### src/rtl/spike_monitor.sv
// Spike observer: windowed firing rate, last inter-spike interval
// and a burst flag derived from the neuron core's spike level.
module spike_monitor #(
  parameter int unsigned WINDOW    = 1024,
  parameter int unsigned BURST_ISI = 8,
  parameter int unsigned BURST_MIN = 3
) (
  input  logic       clk,
  input  logic       reset_n,
  input  logic       spike,
  input  logic       enable,
  output logic [7:0] rate,
  output logic       rate_valid,
  output logic [7:0] isi,
  output logic       burst
);

  typedef enum logic [1:0] {
    ST_IDLE  = 2'd0,
    ST_TRACK = 2'd1,
    ST_BURST = 2'd2
  } state_t;

  localparam logic [15:0] WIN_LAST = 16'(WINDOW - 1);
  localparam logic [7:0]  ISI_MAX  = 8'(BURST_ISI);
  localparam logic [4:0]  RUN_GO   = 5'(BURST_MIN - 1);

  logic        spike_q;
  logic [15:0] win_cnt_q, win_cnt_d;
  logic [7:0]  spk_cnt_q, spk_cnt_d;
  logic [7:0]  isi_cnt_q, isi_cnt_d;
  logic [3:0]  run_q, run_d;
  state_t      state_q, state_d;
  logic [7:0]  rate_q, rate_d;
  logic        rate_valid_q, rate_valid_d;
  logic [7:0]  isi_q, isi_d;
  logic        burst_q, burst_d;

  logic        spk_edge;
  logic [7:0]  spk_sum;
  logic [7:0]  isi_meas;
  logic        isi_short;
  logic [4:0]  run_inc;
  logic        timeout;

  assign spk_edge  = spike & ~spike_q & enable;
  assign spk_sum   = (&spk_cnt_q) ? spk_cnt_q
                                  : spk_cnt_q + {7'd0, spk_edge};
  assign isi_meas  = (&isi_cnt_q) ? isi_cnt_q : isi_cnt_q + 8'd1;
  assign isi_short = isi_meas <= ISI_MAX;
  assign run_inc   = {1'b0, run_q} + 5'd1;
  assign timeout   = (isi_cnt_q == ISI_MAX) & ~spk_edge;

  always_comb begin
    win_cnt_d    = win_cnt_q;
    spk_cnt_d    = spk_cnt_q;
    isi_cnt_d    = isi_cnt_q;
    run_d        = run_q;
    state_d      = state_q;
    rate_d       = rate_q;
    rate_valid_d = 1'b0;
    isi_d        = isi_q;
    burst_d      = burst_q;
    if (enable) begin
      // an edge on the closing cycle still belongs to that window
      if (win_cnt_q == WIN_LAST) begin
        rate_d       = spk_sum;
        spk_cnt_d    = 8'd0;
        win_cnt_d    = 16'd0;
        rate_valid_d = 1'b1;
      end else begin
        spk_cnt_d = spk_sum;
        win_cnt_d = win_cnt_q + 16'd1;
      end
      if (spk_edge) begin
        isi_cnt_d = 8'd0;
      end else begin
        isi_cnt_d = isi_meas;
      end
      if (spk_edge && state_q != ST_IDLE) begin
        isi_d = isi_meas;
      end
      unique case (state_q)
        ST_IDLE: begin
          if (spk_edge) begin
            state_d = ST_TRACK;
            run_d   = 4'd0;
          end
        end
        ST_TRACK: begin
          if (spk_edge && isi_short) begin
            run_d = run_inc[3:0];
            if (run_inc >= RUN_GO) begin
              state_d = ST_BURST;
              burst_d = 1'b1;
            end
          end else if (spk_edge) begin
            run_d = 4'd0;
          end
        end
        ST_BURST: begin
          if ((spk_edge && !isi_short) || timeout) begin
            state_d = ST_TRACK;
            run_d   = 4'd0;
            burst_d = 1'b0;
          end
        end
        default: begin
          state_d = ST_IDLE;
        end
      endcase
    end
  end

  always_ff @(posedge clk) begin
    if (!reset_n) begin
      spike_q      <= 1'b0;
      win_cnt_q    <= '0;
      spk_cnt_q    <= '0;
      isi_cnt_q    <= '0;
      run_q        <= '0;
      state_q      <= ST_IDLE;
      rate_q       <= '0;
      rate_valid_q <= 1'b0;
      isi_q        <= '0;
      burst_q      <= 1'b0;
    end else begin
      spike_q      <= spike;
      win_cnt_q    <= win_cnt_d;
      spk_cnt_q    <= spk_cnt_d;
      isi_cnt_q    <= isi_cnt_d;
      run_q        <= run_d;
      state_q      <= state_d;
      rate_q       <= rate_d;
      rate_valid_q <= rate_valid_d;
      isi_q        <= isi_d;
      burst_q      <= burst_d;
    end
  end

  assign rate       = rate_q;
  assign rate_valid = rate_valid_q;
  assign isi        = isi_q;
  assign burst      = burst_q;

endmodule

### config.mk
export PLATFORM = sky130hd
export DESIGN_NAME = spike_monitor
export DESIGN_NICKNAME = d
export VERILOG_FILES = /design/src/rtl/spike_monitor.sv
export SDC_FILE = /design/constraint.sdc
export NUM_CORES = 1
export LEC_CHECK = 0
export BUFFER_PORTS_ARGS = -buffer_cell sky130_fd_sc_hd__buf_2
export CAP_MARGIN = 20
export CORE_UTILIZATION = 60
export DETAILED_ROUTE_END_ITERATION = 12
export PLACE_DENSITY = 0.79
export SLEW_MARGIN = 10
export SYNTH_ARGS = -nofsm -noshare
export SYNTH_HDL_FRONTEND = slang
export SYNTH_SLANG_ARGS = --single-unit
### constraint.sdc
create_clock -name clk -period 3.6 [get_ports clk]
set_clock_uncertainty 0.15 [all_clocks]
set_input_delay 0.9 -clock clk [delete_from_list [all_inputs] [get_ports clk]]
set_output_delay 0.9 -clock clk [all_outputs]
set_load 0.03 [all_outputs]
Yosys cells after proc, flatten, opt, wreduce, memory -nomap -nowiden --
Cells that the tools add are included.
Cells by class: add/sub/neg operators 4, order comparisons 2, equality and inequality tests 8, mux-type cells 19, bitwise operators 5, reductions and logical operators 17
Operators by type and width (count):
- $mux 8 | 4
- $add 16x1->16 const B | 1
- $eq 16x10->1 const B | 1
- $mux 16 | 1
- $reduce_and 8->1 | 2
- $mux 4 | 3
- $pmux 4 s3 | 1
- $reduce_and 5->1 | 2
- $add 8x1->8 | 1
- $add 8x1->8 const B | 1
- $eq 8x4->1 const B | 1
- $le 8x4->1 const B | 1
- $mux 2 | 4
- $ne 2x2->1 const B | 4
- $pmux 2 s3 | 1
- $reduce_and 2->1 | 3
- $add 4x1->5 const B | 1
- $ge 5x2->1 const B | 1
- $mux 1 | 4
- $reduce_bool 2->1 | 2
- $and 1x1->1 | 3
- $logic_and 1x1->1 | 3
- $reduce_and 3->1 | 1
- $reduce_bool 3->1 | 1
- other kinds (7) | 8
Storage, ports and cells: register bits 57, output and inout bits 18

Longest topological paths before layout --
Gate-level depths: netlist of the first run.
depth in word-level cells 8, depth in mapped cells 10, mapped depth without buffers 9

Least setup slack after synthesis of the first run --
Ideal clock, no wire load.
path type input to register, from input enable, to register spk_cnt_q[7], library setup time 70 ps, arrival 2550 ps, required time 3380 ps, slack 830 ps, stages on the path 10, path buffers 1, cells stage by stage nand3b_1 inv_2 clkbuf_1 ha_1 and3_1 and3_1 and3_1 nor2b_1 o21ai_0 a21boi_1
Between the ends: cells in the longest elaborated chain, start to end 4
Ends and longest elaborated chain:
- start: declaration | line 11 | input logic enable,
- $and 1x1->1 | line 46 | assign spk_edge = spike & ~spike_q & enable;
- $add 8x1->8 | line 48 | : spk_cnt_q + {7'd0, spk_edge};
- $mux 8 | line 47 | assign spk_sum = (&spk_cnt_q) ? spk_cnt_q
- $mux 8 | line 66 | if (win_cnt_q == WIN_LAST) begin
- end signal: assignment | line 130 | spk_cnt_q <= spk_cnt_d;
- end: declaration | line 30 | logic [7:0] spk_cnt_q, spk_cnt_d;
Parallel ways exist; a longest one is shown, timed or not. A chain may end at the register's enable or synchronous reset.

Final worst setup path of the first run --
from register isi_cnt_q[0], to register run_q[0]
Between the ends: cells in the longest elaborated chain, start to end 8, elaborated cells between the ends (all ways) 14
Ends and longest elaborated chain:
- start: declaration | line 31 | logic [7:0] isi_cnt_q, isi_cnt_d;
- start signal: assignment | line 131 | isi_cnt_q <= isi_cnt_d;
- $add 8x1->8 / $reduce_and 8->1 (equally long branches) | line 49 | assign isi_meas = (&isi_cnt_q) ? isi_cnt_q : isi_cnt_q + 8'd1;
- $mux 8 | line 49
- $le 8x4->1 | line 50 | assign isi_short = isi_meas <= ISI_MAX;
- $logic_not 1->1 | line 102 | if ((spk_edge && !isi_short) || timeout) begin
- $logic_and 1x1->1 | line 102
- $logic_or 1x1->1 | line 102
- $ne 2x2->1 (no source line)
- $reduce_and 3->1 (no source line)
- end signal: assignment | line 132 | run_q <= run_d;
- end: declaration | line 32 | logic [3:0] run_q, run_d;
Parallel ways exist; a longest one is shown, timed or not.

==> results.sh, run 1 <==
export IMPL_final_common_cell="dfxtp_1"
export IMPL_netlist_instances=370
export IMPL_gp_congestion=0.9526
export IMPL_cts_tree="done"
export IMPL_cts_resized=0
export IMPL_fin_util_pct=70.51
export IMPL_ant_nets=0
export IMPL_r2r_start="isi_cnt_q[0]"
export IMPL_cts_sinks=57
export IMPL_synth_edf_count=0
export IMPL_crit_fanout=9
export IMPL_die_h_um=73.19
export IMPL_rrSetupSlack_ns=0.73
export IMPL_yosysUniqueCellTypes=54
export IMPL_critPathRequiredTime_ns=3.71
export IMPL_avgSynthCellArea_um2=8.217
export IMPL_cts_buffers=9
export IMPL_ys_seq_area_share_pct=37.53
export IMPL_portBuffers=21
export IMPL_final_setup_viol_count=0
export IMPL_rsz0062_at_grt="false"
export IMPL_crit_path_end_kind="flip-flop"
export IMPL_crit_start="isi_cnt_q[0]"
export IMPL_grt_pass1_vias=2342
export IMPL_grt_pass1_wl_um=10380
export IMPL_layout_common_cells="dfxtp_1, nand2_1, nor2_1"
export IMPL_postCtsHoldBufs=0
export IMPL_num_vias=2677
export IMPL_r2r_end="run_q[0]"
export IMPL_htree_levels=3
export IMPL_avgRoutedWirePerCell_um=13.69
export IMPL_finalSetupTns_ns=0
export IMPL_cts_setup_buffers=0
export IMPL_worstSetupStartpointType="flip-flop"
export IMPL_async_flop_share_pct=0
export IMPL_max_freq_mhz=348.1
export IMPL_status="complete, no violations"
export IMPL_drtIter0Drc=253
export IMPL_num_nets_final=403
export IMPL_r2r_cells=8
export IMPL_peakVddDrop_uv=319.2
export IMPL_die_w_um=73.19
export IMPL_drc=0
export IMPL_synthToLayoutAreaGrowth_pct=10.99
export IMPL_grt_max_degree=34
export IMPL_hold_violations=0
export IMPL_drive_above_1_share_pct=12.21
export IMPL_die_area_mm2=0.005356
export IMPL_cts_max_path_buffers=2
export IMPL_drtPass1Iterations=4
export IMPL_final_min_clock_period_ns=2.873
export IMPL_maxSlewHeadroom_pct=63.90
export IMPL_clk_latency_ns=0.34
export IMPL_crit_type="reg2reg"
export IMPL_fin_crit_sh_pct=79.79
export IMPL_diodes=0
export IMPL_netlist_area_mm2=0.003040
export IMPL_root_buffer="clkbuf_8"
export IMPL_drt_total_wl_um=6297
export IMPL_post_place_ws_ns=0.6574
export IMPL_io_pins=22
export IMPL_fin_ws_ns=0.7274
export IMPL_synth_seq_cells=57
export IMPL_place_hpwl_um=4353
export IMPL_core_area_mm2=0.004786
export IMPL_cp_arrival_ns=2.98
export IMPL_start_util_pct=63.53
export IMPL_gr_total_overflow=0
export IMPL_num_rows=25
export IMPL_synthFlopType="dfxtp_1"
export IMPL_finalMaxSlewViolations=0
export IMPL_synthesis_nets=385
export IMPL_cap_viol_max_count=0
export IMPL_cts_clk_slew_worst_paths_ns=0.06
export IMPL_via_per_inst=5.820
export IMPL_cp_endpoint="run_q[0]"
export IMPL_yosys_warnings=0
export IMPL_worst_pin_slew_ns=0.5391
export IMPL_power_leakage_nw=1.343
export IMPL_antenna_found_initial=0
export IMPL_min_delay_path_class="reg2reg"
export IMPL_grt_util_all_layers_pct=25.44
export IMPL_power_density_mw_per_mm2=395.0
==> synthesized netlist by cell type, drive strengths merged (2+ instances only) <==
library cell   n  area [µm²]
dfxtp         57        1141
clkbuf        14       52.55
a21oi         19       95.09
nand4          9       56.30
xor2          10       87.58
nand2         33       123.9
mux2i          4       40.04
ha            11       137.6
xnor2          9       78.83
and3          10       62.56
nor2b         12       75.07
or3b           2       17.52
or3            3       18.77
buf            4       20.02
inv           12       45.04
o41ai          2       25.03
o31ai          3       32.53
nor3           8       40.04
a211oi         3       22.52
o21a           2       15.01
and4           2       17.52
o211a          5       50.05
or4            3       26.27
nor2          32       120.1
o22ai          6       37.54
o21ai         23       115.1
a31oi         10       62.56
o211ai         5       37.54
or2            3       18.77
a21boi         5       37.54
nand3         13       65.06
nand2b        10       62.56
a21bo          2       20.02
a22oi          2       15.01
and2          12       75.07
==> critical path, cell delays in order (launching register included) <==
cell and delay (ns):
dfxtp_1 0.48, inv_1 0.14, ha_1 0.35, or3b_1 0.35, a21oi_1 0.17, o32ai_2 0.18, or2_1 0.29, or4_4 0.49
o31ai_2 0.18
==> cell type report <==
type / count / area, µm²
timing repair buffer: 25 / 135.1
sequential: 57 / 1141
multi-input combinational: 283 / 1782
fill: 388 / 1411
tap: 67 / 83.83
clock inverter: 5 / 56.30
inverter: 12 / 45.04
clock buffer: 11 / 131.4
==> through the flow <==
stage	area [µm²]	cells	power, mW	hold WS, ns
2_1_floorplan	3040	370	0.7435	0.3182
3_3_place_gp	3187	444	0.7668	0.2851
3_5_place_dp	3187	444	0.7683	0.2932
4_1_cts	3374	460	1.340	0.3020
5_1_grt	3374	460	1.378	0.3338
6_report	3374	460	1.333	0.2989
==> kinds of logic (layout without fill, tap and decap cells) <==
family,Yosys count,after routing,synth area share (%)
xor gates and xnor gates,19,19,5.473
AOI/OAI and AO/OA,93,93,20.62
adders and majority gates,11,11,4.527
and+or+nand+nor,156,156,26.67
DFF,57,57,37.53
buffers and inverters,30,53,3.868
muxes,4,4,1.317
==> layer usage <==
metal,vias up,global-route usage (%),part of all wire (%)
li1,1355,-,-
met1,1237,34.34,47
met2,74,39.09,45
met3,11,4.558,6.2
met4,0,12.42,1.7
met5,-,0,0
==> sequential cells by signal, indices dropped and copies added, names as in the netlist <==
| signal | flops |
|---|---|
| rate | 8 |
| win_cnt_q | 16 |
| rate_valid | 1 |
| run_q | 4 |
| burst | 1 |
| state_q | 2 |
| isi | 8 |
| isi_cnt_q | 8 |
| spk_cnt_q | 8 |
| spike_q | 1 |
==> power breakdown <==
| part | internal (mW) | switching [mW] |
|---|---|---|
| Sequential | 0.640 | 0.00956 |
| Clock | 0.318 | 0.259 |
| Combinational | 0.0388 | 0.0681 |
==> how the worst min path moves through the flow <==
stage                          start    endpoint  depth (start not counted)
final                         isi[6]      isi[6]                          2
after detailed placement      isi[4]      isi[4]                          2
after floorplan           state_q[1]  state_q[1]                          2
after global placement        isi[4]      isi[4]                          2
after global routing          isi[6]      isi[6]                          2
after CTS                     isi[4]      isi[4]                          2
Note: power is estimated with default switching activity, not from simulation.
==> inputs of run 2 (changes only) <==
--- a/config.mk
+++ b/config.mk
@@ -7,9 +7,9 @@
 export LEC_CHECK = 0
 export BUFFER_PORTS_ARGS = -buffer_cell sky130_fd_sc_hd__buf_2
 export CAP_MARGIN = 20
-export CORE_UTILIZATION = 60
+export CORE_UTILIZATION = 54
 export DETAILED_ROUTE_END_ITERATION = 12
-export PLACE_DENSITY = 0.79
+export PLACE_DENSITY = 0.75
 export SLEW_MARGIN = 10
 export SYNTH_ARGS = -nofsm -noshare
 export SYNTH_HDL_FRONTEND = slang
==> constraint.sdc (replaced) <==
create_clock -name clk -period 2.5 [get_ports clk]
set_clock_uncertainty 0.15 [all_clocks]
set_input_delay 0.625 -clock clk [delete_from_list [all_inputs] [get_ports clk]]
set_output_delay 0.625 -clock clk [all_outputs]
set_load 0.03 [all_outputs]
==> results.sh, run 2 (synthesis gave the netlist of run 1 again) <==
export IMPL_diodes=0
export IMPL_cts_tree="done"
export IMPL_grt_pass1_vias=2589
export IMPL_final_common_cell="dfxtp_1"
export IMPL_portBuffers=21
export IMPL_clk_latency_ns=0.33
export IMPL_synthToLayoutAreaGrowth_pct=18.11
export IMPL_grt_max_degree=30
export IMPL_critPathRequiredTime_ns=2.57
export IMPL_finalMaxSlewViolations=0
export IMPL_grt_pass1_wl_um=11790
export IMPL_cap_viol_max_count=0
export IMPL_ant_nets=0
export IMPL_place_hpwl_um=4764
export IMPL_io_pins=22
export IMPL_final_min_clock_period_ns=2.463
export IMPL_cts_max_path_buffers=2
export IMPL_htree_levels=3
export IMPL_fin_util_pct=68.14
export IMPL_layout_common_cells="dfxtp_1, nand2_1, nor2_1"
export IMPL_die_area_mm2=0.005934
export IMPL_final_setup_viol_count=0
export IMPL_top_register="win_cnt_q"
export IMPL_power_density_mw_per_mm2=549.5
export IMPL_fin_ws_ns=0.03742
export IMPL_maxSlewHeadroom_pct=68.90
export IMPL_cp_arrival_ns=2.54
export IMPL_crit_type="reg2reg"
export IMPL_hold_violations=0
export IMPL_peakVddDrop_uv=414.8
export IMPL_num_rows=26
export IMPL_cts_sinks=57
export IMPL_drive_above_1_share_pct=19.07
export IMPL_status="complete, no violations"
export IMPL_power_leakage_nw=1.444
export IMPL_root_buffer="clkbuf_8"
export IMPL_crit_path_end_kind="flip-flop"
export IMPL_antenna_found_initial=0
export IMPL_crit_fanout=5
export IMPL_drc=0
export IMPL_die_h_um=77.04
export IMPL_cts_setup_buffers=0
export IMPL_stdcell_count=479
export IMPL_postCtsHoldBufs=0
export IMPL_fin_crit_sh_pct=98.50
export IMPL_core_area_mm2=0.005270
export IMPL_place_inst=464
export IMPL_die_w_um=77.04
export IMPL_cts_clk_slew_worst_paths_ns=0.06
export IMPL_max_freq_mhz=406.1
export IMPL_num_vias=2727
export IMPL_drt_total_wl_um=6812
export IMPL_largest_reg_flops=16
export IMPL_worst_pin_slew_ns=0.4629
export IMPL_rsz0062_at_grt="true"
export IMPL_post_place_ws_ns=-0.02491
export IMPL_avgRoutedWirePerCell_um=14.22
export IMPL_drtPass1Iterations=4
export IMPL_grt_util_all_layers_pct=24.77
export IMPL_via_per_inst=5.693
export IMPL_worstSetupStartpointType="flip-flop"
export IMPL_cts_buffers=9
export IMPL_drtIter0Drc=175
export IMPL_gr_total_overflow=0
export IMPL_gp_congestion=0.9075
export IMPL_start_util_pct=57.69
export IMPL_min_delay_path_class="reg2reg"
export IMPL_num_nets_final=420
[run 2: cell types whose count changed in the layout (fill, tap and decap cells not counted), sizes merged]
cell | previous run | this run
buf | 25 | 42
clkinvlp | 1 | 0
clkbuf | 11 | 12
clkinv | 3 | 2
[run 2: report_power, final]
part	internal (mW)	switching (mW)	total, mW
combinational	0.0742	0.109	0.183
sequential	0.921	0.0126	0.934
clock	0.506	0.350	0.856
[run 2: layout make-up]
class	count	area, µm²
sequential	57	1146
timing repair buffer	42	262.8
fill	466	1679
clock inverter	3	40.04
tap	70	87.58
multi-input combinational	283	1852
clock buffer	12	155.1
inverter	12	47.55
[run 2: repair_timing]
action,in CTS,in global routing
resized for setup,4,7
pin swaps,3,5
endpoints found under the setup margin,4,7
[run 2: worst max-delay path, stage by stage (launching register included)]
cell and delay (ns):
dfxtp_4 0.38, inv_4 0.04, ha_4 0.24, or3b_4 0.40, a21oi_4 0.15, o32ai_4 0.10, or2_4 0.26, o311a_1 0.30
o41ai_2 0.34
[run 2: final timing paths]
| path | from | to | slack [ns] | cells after the start |
|---|---|---|---|---|
| hold / removal | isi[4] | isi[4] | 0.30 | 2 |
| setup / recovery | isi_cnt_q[0] | run_q[2] | 0.04 | 8 |
| setup reg to reg | isi_cnt_q[0] | run_q[2] | 0.04 | 8 |
| hold reg to reg | isi[4] | isi[4] | 0.30 | 2 |
[run 2: stage by stage]
step,hold WS (ns),instance area (µm²),power (mW),TNS [ns]
6_report,0.3027,3591,1.973,0
3_5_place_dp,0.2960,3353,1.131,-0.05761
2_1_floorplan,0.3182,3082,1.076,0
3_3_place_gp,0.2919,3353,1.125,0
4_1_cts,0.3063,3566,1.988,-0.02875
5_1_grt,0.3375,3591,2.045,-0.09462
[run 2: per-layer routing]
layer	vias to the layer above	track usage (%)	wire, µm
met2	60	41.79	3331
met3	6	6.667	308
met5	-	0	0
met4	0	8.302	83
li1	1391	-	-
met1	1270	30.40	3089
==> inputs of run 3 (changes only) <==
--- a/config.mk
+++ b/config.mk
@@ -5,10 +5,12 @@
 export SDC_FILE = /design/constraint.sdc
 export NUM_CORES = 1
 export LEC_CHECK = 0
+export ABC_AREA = 1
 export BUFFER_PORTS_ARGS = -buffer_cell sky130_fd_sc_hd__buf_2
 export CAP_MARGIN = 20
 export CORE_UTILIZATION = 54
 export DETAILED_ROUTE_END_ITERATION = 12
+export HOLD_SLACK_MARGIN = 0.05
 export PLACE_DENSITY = 0.75
 export SLEW_MARGIN = 10
 export SYNTH_ARGS = -nofsm -noshare
==> results.sh, run 3 <==
export IMPL_status="complete, no violations"
export IMPL_synthToLayoutAreaGrowth_pct=12.91
export IMPL_yosysTopAreaCell="dfxtp_1"
export IMPL_power_density_mw_per_mm2=671.7
export IMPL_hold_end="win_cnt_q[7]"
export IMPL_crit_path_end_kind="flip-flop"
export IMPL_netlist_instances=447
export IMPL_cts_sinks=57
export IMPL_grt_busiest_layer="met2"
export IMPL_fin_crit_sh_pct=92.34
export IMPL_die_area_mm2=0.006032
export IMPL_final_min_clock_period_ns=2.308
export IMPL_cts_clk_slew_worst_paths_ns=0.06
export IMPL_crit_type="reg2reg"
export IMPL_yosys_area_share_simple_pct=35.33
export IMPL_synthAdderAreaFrac_pct=4.452
export IMPL_synth_common_cells="nand2_1, inv_1, dfxtp_1"
export IMPL_top_register="win_cnt_q"
export IMPL_grt_util_all_layers_pct=24.07
export IMPL_ys_seq_area_share_pct=36.91
export IMPL_final_setup_viol_count=0
export IMPL_critPathRequiredTime_ns=2.58
export IMPL_rsz0062_at_grt="false"
export IMPL_synth_xor_area_share_pct=1.943
export IMPL_cts_tree="done"
export IMPL_r2r_cells=13
export IMPL_die_w_um=77.67
export IMPL_drt_total_wl_um=6603
export IMPL_avgSynthCellArea_um2=6.917
export IMPL_worstSetupStartpointType="flip-flop"
export IMPL_synth_seq_cells=57
export IMPL_synth_mux_area_share_pct=0
export IMPL_largest_reg_flops=16
export IMPL_synthesis_nets=462
export IMPL_fin_util_pct=63.39
export IMPL_drtIter0Drc=213
export IMPL_gp_congestion=0.8312
export IMPL_max_freq_mhz=433.2
export IMPL_grt_pass1_wl_um=11460
export IMPL_gr_usage_met3_pct=5.765
export IMPL_hold_path_depth=1
export IMPL_root_buffer="clkbuf_8"
export IMPL_drive_above_1_share_pct=15.38
export IMPL_portBuffers=21
export IMPL_cap_viol_max_count=0
export IMPL_crit_fanout=7
export IMPL_gr_total_overflow=0
export IMPL_rrSetupSlack_ns=0.19
export IMPL_hold_violations=0
export IMPL_finalMaxSlewViolations=0
export IMPL_grt_max_degree=18
export IMPL_synthFlopType="dfxtp_1"
export IMPL_r2r_start="isi_cnt_q[0]"
export IMPL_netlist_area_mm2=0.003092
export IMPL_core_area_mm2=0.005507
export IMPL_antenna_found_initial=0
export IMPL_drc=0
export IMPL_min_delay_path_class="reg2reg"
export IMPL_avgRoutedWirePerCell_um=11.94
export IMPL_diodes=0
export IMPL_die_h_um=77.67
export IMPL_synth_top_family_by_area="simple AND/OR/NAND/NOR gates"
export IMPL_post_place_ws_ns=-0.009958
export IMPL_htree_levels=3
export IMPL_num_rows=27
export IMPL_grtUsageMet2_pct=41.33
export IMPL_via_per_inst=5.179
export IMPL_num_vias=2864
export IMPL_r2r_end="run_q[1]"
export IMPL_power_leakage_nw=1.618
export IMPL_peakVddDrop_uv=337.0
export IMPL_final_common_cell="nand2_1"
export IMPL_synth_most_common_cell="nand2_1"
export IMPL_cts_max_path_buffers=2
export IMPL_start_util_pct=56.15
export IMPL_num_nets_final=491
export IMPL_fin_ws_ns=0.1916
export IMPL_use_met1_pct=27.76
export IMPL_ant_nets=0
export IMPL_io_pins=22
export IMPL_layout_common_cells="nand2_1, inv_1, dfxtp_1"
export IMPL_postCtsHoldBufs=0
export IMPL_maxSlewHeadroom_pct=42.01
export IMPL_yosysUniqueCellTypes=36
export IMPL_ys_top_cells_by_area="dfxtp_1, nand2_1, inv_1, nor2_1, a21oi_1"
export IMPL_synth_edf_count=0
export IMPL_grt_pass1_vias=2685
export IMPL_min_from="win_cnt_q[6]"
export IMPL_clk_latency_ns=0.34
export IMPL_cts_buffers=9
export IMPL_async_flop_share_pct=0
export IMPL_worst_pin_slew_ns=0.8659
export IMPL_cp_arrival_ns=2.39
export IMPL_place_hpwl_um=4788
export IMPL_yosys_warnings=0
export IMPL_drtPass1Iterations=4
export IMPL_synth_compound_area_share_pct=11.98
export IMPL_yosys_area_top_type_share_pct=36.91
-- run 3: changes by cell type after synthesis, sizes merged, moves of 9 or more --
cell | before | now
and3 | 10 | 0
nor2b | 12 | 0
nand2b | 10 | 0
inv | 12 | 65
nand3 | 13 | 33
a21oi | 19 | 32
nand2 | 33 | 113
nor2 | 32 | 59
clkbuf | 14 | 5
and2 | 12 | 1
-- run 3: cell type report --
class                      instances  area, µm²
sequential                        57       1141
multi-input combinational        315       1663
clock buffer                      10      137.6
clock inverter                     6      57.56
timing repair buffer              28      157.7
inverter                          65      244.0
fill                             496       2016
tap                               72      90.09
-- run 3: metal layers --
metal	part of all wire, %	vias up
met5	0	-
met4	1.4	0
met3	4.3	12
met2	49	63
met1	45	1292
li1	-	1497
-- run 3: how the worst max path moves through the flow --
stage / start / to / slack, ns / cells past startpoint
after floorplan: spike / spk_cnt_q[6] / 0.27 / 13
after global placement: enable / spk_cnt_q[6] / 0.13 / 14
after detailed placement: enable / spk_cnt_q[6] / -0.01 / 14
after CTS: isi_cnt_q[0] / run_q[1] / 0.20 / 13
after global routing: enable / spk_cnt_q[6] / 0.03 / 14
final: isi_cnt_q[0] / run_q[1] / 0.19 / 13
-- run 3: what timing repair did --
action                     4_1_cts  5_1_grt
hold endpoints to repair         0        0
setup endpoints to repair        0        1
buffers inserted                 0        0
gates resized for setup          0        1
-- run 3: metrics by stage --
stage | power, mW | instances | instance area [µm²] | hold WS, ns | TNS (ns)
floorplan | 1.398 | 447 | 3092 | 0.2846 | 0
global placement | 1.495 | 537 | 3293 | 0.3002 | 0
detailed placement | 1.506 | 537 | 3293 | 0.3158 | -0.009958
CTS | 2.361 | 553 | 3488 | 0.3181 | 0
global route | 2.487 | 553 | 3491 | 0.3477 | 0
finish | 2.345 | 553 | 3491 | 0.3153 | 0
-- run 3: worst max-delay path, stage by stage, from the launching register on --
cell and delay [ns]:
dfxtp_1 0.40, ha_1 0.24, inv_1 0.09, nor2_4 0.19
nand2_4 0.12, nand3_4 0.08, xor2_2 0.25, nand3_2 0.11
nor2_2 0.21, nand2_1 0.09, nand2_1 0.08, nor2_1 0.05
nor2_1 0.09, nor2_1 0.05
-- run 3: where the power goes --
part	leakage [nW]	total, mW	internal (mW)	switching, mW
Combinational	1.05	0.489	0.166	0.323
Sequential	0.462	1.00	0.962	0.0416
Clock	0.102	0.851	0.480	0.372
Total	1.62	2.34	1.61	0.737
-- run 3: cell families (layout without fill, tap and decap cells) --
kind of cell / count (synthesis) / in the layout
AO/OA/AOI/OAI: 67 / 67
XOR/XNOR: 6 / 6
adder cells (fa/ha/maj): 11 / 11
buffers and inverters: 75 / 109
flip-flops: 57 / 57
AND/OR/NAND/NOR: 231 / 231
